<file path="src/rtl/riscv_types.sv">
// Shared RISC-V core types: store widths plus the memory-port arbiter state and owner encodings.
package riscv_types;

  typedef enum logic [1:0] {
    STORE_BYTE     = 2'b00,
    STORE_HALFWORD = 2'b01,
    STORE_WORD     = 2'b10
  } store_t;

  typedef enum logic [1:0] {
    IDLE   = 2'b00,
    GNT_IF = 2'b01,
    GNT_DM = 2'b10
  } arb_state_t;

  localparam logic [1:0] OWN_NONE = 2'b00;
  localparam logic [1:0] OWN_IF   = 2'b01;
  localparam logic [1:0] OWN_DM   = 2'b10;

endpackage

</file>
<file path="src/rtl/mem_port_arbiter_streak_cnt.sv">
// Saturating count of consecutive data grants taken while fetch was waiting.
module mem_arb_streak_cnt #(
  parameter int MAX_COUNT = 4
) (
  input  logic                               clk,
  input  logic                               reset_n,
  input  logic                               inc,
  input  logic                               clr,
  output logic [$clog2(MAX_COUNT+1)-1:0]     count,
  output logic                               at_max
);

  localparam int CW = $clog2(MAX_COUNT + 1);

  assign at_max = (count == CW'(MAX_COUNT));

  always_ff @(posedge clk) begin
    if (!reset_n) begin
      count <= '0;
    end else if (clr) begin
      count <= '0;
    end else if (inc && !at_max) begin
      count <= count + 1'b1;
    end
  end

endmodule

</file>
<file path="src/rtl/mem_port_arbiter.sv">
// Arbitrates one memory port between fetch and data; data wins unless fetch has been starved.
// Optional bus timeout with bus_err output when ARB_TIMEOUT_EN is defined.
module mem_port_arbiter
  import riscv_types::*;
#(
  parameter int MAX_DM_STREAK  = 4
`ifdef ARB_TIMEOUT_EN
  , parameter int TIMEOUT_CYCLES = 255
`endif
) (
  input  logic        clk,
  input  logic        reset_n,
  input  logic        if_req,
  input  logic [31:0] if_addr,
  output logic        if_ack,
  output logic [31:0] if_rdata,
  input  logic        dm_req,
  input  logic        dm_we,
  input  logic [1:0]  dm_store_type,
  input  logic [31:0] dm_addr,
  input  logic [31:0] dm_wdata,
  output logic        dm_ack,
  output logic [31:0] dm_rdata,
  output logic        mem_req,
  output logic        mem_we,
  output logic [1:0]  mem_store_type,
  output logic [31:0] mem_addr,
  output logic [31:0] mem_wdata,
  input  logic        mem_ack,
  input  logic [31:0] mem_rdata,
`ifdef ARB_TIMEOUT_EN
  output logic        bus_err,
`endif
  output logic [1:0]  owner
);

  localparam int SW = $clog2(MAX_DM_STREAK + 1);

  arb_state_t  state_reg, state_next;
  logic        mem_req_next, mem_we_next;
  logic [1:0]  mem_store_type_next, owner_next;
  logic [31:0] mem_addr_next, mem_wdata_next;

  logic [SW-1:0] streak_count;
  logic          streak_at_max;
  logic          streak_inc, streak_clr;
  logic          dm_win, if_win, done, timeout_hit;

  mem_arb_streak_cnt #(.MAX_COUNT(MAX_DM_STREAK)) u_streak (
    .clk     (clk),
    .reset_n (reset_n),
    .inc     (streak_inc),
    .clr     (streak_clr),
    .count   (streak_count),
    .at_max  (streak_at_max)
  );

  // Data wins unless fetch is also waiting and the streak limit has been hit.
  assign dm_win = (state_reg == IDLE) && dm_req &&
                  (!if_req || (streak_count < SW'(MAX_DM_STREAK)));
  assign if_win = (state_reg == IDLE) && if_req && !dm_win;

  assign streak_inc = dm_win && if_req && !streak_at_max;
  assign streak_clr = if_win || (dm_win && !if_req);

`ifdef ARB_TIMEOUT_EN
  localparam int BW = $clog2(TIMEOUT_CYCLES + 1);
  logic [BW-1:0] busy_reg, busy_next;

  // Fires in the TIMEOUT_CYCLES-th busy cycle; a real ack in that cycle still wins.
  assign timeout_hit = (state_reg != IDLE) && !mem_ack && (busy_reg == BW'(TIMEOUT_CYCLES - 1));
  assign bus_err     = reset_n && timeout_hit;

  always_comb begin
    busy_next = busy_reg;
    if (dm_win || if_win) begin
      busy_next = '0;
    end else if (state_reg != IDLE && !mem_ack) begin
      busy_next = busy_reg + 1'b1;
    end
  end

  always_ff @(posedge clk) begin
    if (!reset_n) begin
      busy_reg <= '0;
    end else begin
      busy_reg <= busy_next;
    end
  end
`else
  assign timeout_hit = 1'b0;
`endif

  assign done = mem_ack || timeout_hit;

  always_comb begin
    state_next          = state_reg;
    mem_req_next        = mem_req;
    mem_we_next         = mem_we;
    mem_store_type_next = mem_store_type;
    mem_addr_next       = mem_addr;
    mem_wdata_next      = mem_wdata;
    owner_next          = owner;
    if_ack              = 1'b0;
    dm_ack              = 1'b0;
    if_rdata            = '0;
    dm_rdata            = '0;
    case (state_reg)
      IDLE: begin
        if (dm_win) begin
          state_next          = GNT_DM;
          mem_req_next        = 1'b1;
          mem_we_next         = dm_we;
          mem_store_type_next = dm_store_type;
          mem_addr_next       = dm_addr;
          mem_wdata_next      = dm_wdata;
          owner_next          = OWN_DM;
        end else if (if_win) begin
          state_next          = GNT_IF;
          mem_req_next        = 1'b1;
          mem_we_next         = 1'b0;
          mem_store_type_next = STORE_WORD;
          mem_addr_next       = if_addr;
          mem_wdata_next      = '0;
          owner_next          = OWN_IF;
        end
      end
      GNT_IF, GNT_DM: begin
        // Acks are suppressed under reset so an abandoned transfer never completes.
        if (done && reset_n) begin
          if (state_reg == GNT_IF) begin
            if_ack   = 1'b1;
            if_rdata = mem_ack ? mem_rdata : '0;
          end else begin
            dm_ack   = 1'b1;
            dm_rdata = mem_ack ? mem_rdata : '0;
          end
        end
        if (done) begin
          state_next   = IDLE;
          mem_req_next = 1'b0;
          owner_next   = OWN_NONE;
        end
      end
      default: begin
        state_next   = IDLE;
        mem_req_next = 1'b0;
        owner_next   = OWN_NONE;
      end
    endcase
  end

  always_ff @(posedge clk) begin
    if (!reset_n) begin
      state_reg      <= IDLE;
      mem_req        <= 1'b0;
      mem_we         <= 1'b0;
      mem_store_type <= 2'b00;
      mem_addr       <= '0;
      mem_wdata      <= '0;
      owner          <= OWN_NONE;
    end else begin
      state_reg      <= state_next;
      mem_req        <= mem_req_next;
      mem_we         <= mem_we_next;
      mem_store_type <= mem_store_type_next;
      mem_addr       <= mem_addr_next;
      mem_wdata      <= mem_wdata_next;
      owner          <= owner_next;
    end
  end

endmodule
</file>
<file path="config.mk">
export PLATFORM = sky130hd
export DESIGN_NAME = mem_port_arbiter
export DESIGN_NICKNAME = d
export VERILOG_FILES = /design/src/rtl/riscv_types.sv /design/src/rtl/mem_port_arbiter_streak_cnt.sv /design/src/rtl/mem_port_arbiter.sv
export SDC_FILE = /design/constraint.sdc
export NUM_CORES = 1
export LEC_CHECK = 0
export BUFFER_PORTS_ARGS = -buffer_cell sky130_fd_sc_hd__buf_2
export CAP_MARGIN = 20
export CELL_PAD_IN_SITES_DETAIL_PLACEMENT = 1
export CELL_PAD_IN_SITES_GLOBAL_PLACEMENT = 1
export CORE_MARGIN = 8
export CORE_UTILIZATION = 30
export DETAILED_ROUTE_END_ITERATION = 6
export PLACE_DENSITY = 0.87
export SYNTH_ARGS = -nofsm -noshare
export SYNTH_HDL_FRONTEND = slang
export SYNTH_SLANG_ARGS = --single-unit
</file>
<file path="constraint.sdc">
create_clock -name clk -period 4.4 [get_ports clk]
set_clock_uncertainty 0.1 [all_clocks]
set_input_delay 0.44 -clock clk [delete_from_list [all_inputs] [get_ports clk]]
set_output_delay 0.44 -clock clk [all_outputs]
set_load 0.01 [all_outputs]
</file>
==> impl_results.md <==
- Synth cell count leaders: dfxtp_1 (73), inv_1 (42), clkbuf_1 (40), o21ai_0 (36), nor2b_1 (35)
- DRC: 0
- Post-synth top area share: 39.5%
- Ys flop type: dfxtp_1
- Post-CTS Hold Buffers: 0
- Placed inst area: 0.00505 mm2
- Reg2reg start: state_reg[1]
- Final ANT Viol Nets: 0
- HP Class: input port to flip-flop
- Wirelength, routed: 16000 um
- Unrepaired setup endpoints after global routing: no
- Syn_nets: 567
- WL per Instance: 19.6 um
- Max IR drop VDD: 0.212 mV
- Seq pwr share: 40.1%
- Mapped cell area: 0.00370 mm2
- Die height: 127 um
- Design area: 0.00538 mm2
- Critical Path AT: 2.77 ns
- Tcrit/Tclk final: 75.1%
- Metal1 wirelength: 6060 um
- Final hold violation count: 0
- Largest net degree at the start of global routing: 74
- Synth warn: 0
- I/O Buffers: 271
- R2R depth: 5
- Tmin final: 3.31 ns
- Drt first pass iters: 4
- CTS buffer count: 9
- Final Max Slew Viols: 0
- DIE AREA: 0.0162 mm2
- Clk pin slew, worst setup/hold paths: 0.06 ns
- Setup repair bufs after CTS: 0
- Critical Path RT: 3.86 ns
- Post-synth ARST share: 0%
- Number of synthesized register bits: 73
- Clk pwr share: 38.5%
- Initial Util: 30.8%
- Layout net count: 804
- Worst hold stages: 3
- Site Rows: 40
- Worst reg2reg setup slack: 2.22 ns
- Post-synth cell types: 31
- Worst-Margin Slew: 0.994 ns
- Avg Cell Area, Syn: 8.67 um2
- Post-synth EDFFs: 0
- Highest routed metal layer: met4
- Root Driver: clkbuf_16
- Slew margin rel.: 33.7%
- GRT Overall Usage: 18.4%
- Routed vias: 4318
- Comb pwr share: 21.4%
- Top Ports: 272
- Core Area: 0.0120 mm2
- Reg-to-Reg End: mem_addr[26]
- Critical path launch point type: flip-flop
- Share of cells above drive strength 1: 43.9%
- Worst Path Max Fanout: 35
- Iter 0 DRT Violations: 145
- Number of global-route vias before repair: 4528
- Avg Vias per Cell: 5.29
- Largest area contributor in the netlist: dfxtp_1
- Final std cells w/o fill: 817
- First-pass GRT wire length: 24400 um
- Internal power: 0.00134 W
- Final Setup Violations: 0
- Worst skew pair latency: 0.32 ns
- FMAX: 0.302 GHz
- Switch Pwr: 0.000543 W
- CTS-repair resized insts: 0
- Worst Setup Path Type: flip-flop to output port
- Initial antenna violation count: 2
- Place WS: 1.46 ns
- Register area share after synthesis: 39.5%
- Htree depth: 3
- Hold_sp: dm_store_type[1]
- Placed Cells: 799
- Synth area leaders: dfxtp_1 (39%), a32oi_1 (8.0%), a2111oi_0 (7.6%)
- Worst Hold End: mem_store_type[1]
- Metal3 WL: 1140 um
- DPL Wire Length: 12200 um
- Met2 wire len: 8330 um
- Max-Cap Viols: 0
- Die W: 127 um
- TritonCTS Sinks: 73
- CTS tree: built
- Setup_tns: 0 ns
- Pwr Density: 350 mW/mm2
- Mapped Cells: 427
- Longest Clk Path Bufs: 2
- Leak Pwr: 2.82 nW
- Largest registers: mem_addr (32), mem_wdata (32), u_streak.count (3)
- Setup ws final: 1.09 ns
- Status: finished, final reports clean
- Sw frac: 28.9%
- Most common cell in the synthesized netlist: dfxtp_1
- Critical path endpoint category: output port
- Final hold slack: 0.245 ns
- Area Growth Syn to Fin: 45.3%
- Placer congestion estimate: 0.909
- Grt total ovfl: 0
[worst max-delay path by stage]
stage	from	to	slack [ns]	cells after the start
2_1_floorplan	state_reg[0]	dm_rdata[22]	2.31	5
3_3_place_gp	state_reg[0]	dm_rdata[12]	1.68	5
3_5_place_dp	state_reg[1]	dm_rdata[7]	1.46	5
4_1_cts	state_reg[1]	dm_rdata[7]	1.10	5
5_1_grt	state_reg[1]	dm_rdata[24]	0.85	5
6_report	state_reg[1]	dm_rdata[7]	1.09	5
[cell type report]
| class | count | area, um2 |
|---|---|---|
| inverter | 42 | 158 |
| antenna | 2 | 5.00 |
| clock inverter | 5 | 56.3 |
| multi-input combinational | 263 | 1850 |
| clock buffer | 10 | 239 |
| fill | 1529 | 6630 |
| sequential | 73 | 1460 |
| timing repair buffer | 275 | 1430 |
| tap | 147 | 184 |
[stage by stage]
| step | total power (W) | util, % |
|---|---|---|
| floorplan | 0.000985 | - |
| global placement | 0.00115 | 41.8 |
| detailed placement | 0.00117 | 42.0 |
| CTS | 0.00190 | 44.5 |
| global route | 0.00197 | 44.8 |
| finish | 0.00188 | 44.8 |
[placed cells by master, fill, tap and decap left out, types with 3 or more instances in the layout]
cell,synthesis,routed
buf_2,2,271
dfxtp_1,73,73
inv_1,42,42
o21ai_0,36,36
nor2b_1,35,35
a32oi_1,34,34
and3_1,33,33
and2_1,33,33
a211oi_1,33,33
a2111oi_0,32,32
clkbuf_16,0,9
ha_1,4,4
a21boi_0,3,3
[logic make-up (layout without fill, tap and decap cells)]
| kind of cell | after synthesis | in the layout | share of synthesized area [%] |
|---|---|---|---|
| AOI/OAI and AO/OA | 145 | 145 | 29.2 |
| and+or+nand+nor | 113 | 113 | 19.1 |
| buffers and inverters | 91 | 332 | 10.6 |
| DFF | 73 | 73 | 39.5 |
| adders and majority gates | 4 | 4 | 1.35 |
| muxes | 1 | 1 | 0.270 |
| other | 0 | 2 | 0 |
[critical path: stages (launching register included)]
cell	delay, ns
dfxtp_1	0.37
inv_1	0.08
ha_1	0.78
and4b_1	0.85
and2_1	0.23
buf_2	0.13
[power groups by stage]
stage / clock (W) / sequential [W] / combinational (W)
2_1_floorplan: 0 / 0.000793 / 0.000192
3_3_place_gp: 0 / 0.000764 / 0.000384
3_5_place_dp: 0 / 0.000768 / 0.000406
4_1_cts: 0.000742 / 0.000755 / 0.000408
5_1_grt: 0.000771 / 0.000761 / 0.000440
6_report: 0.000724 / 0.000755 / 0.000402
[per-layer routing]
| metal | vias up | global-route usage [%] |
|---|---|---|
| met1 | 2072 | 19.3 |
| met4 | 0 | 7.63 |
| met5 | - | 0 |
| met3 | 27 | 4.95 |
| met2 | 180 | 33.8 |
| li1 | 2039 | - |
No activity file was read; power rests on OpenSTA's default activity.
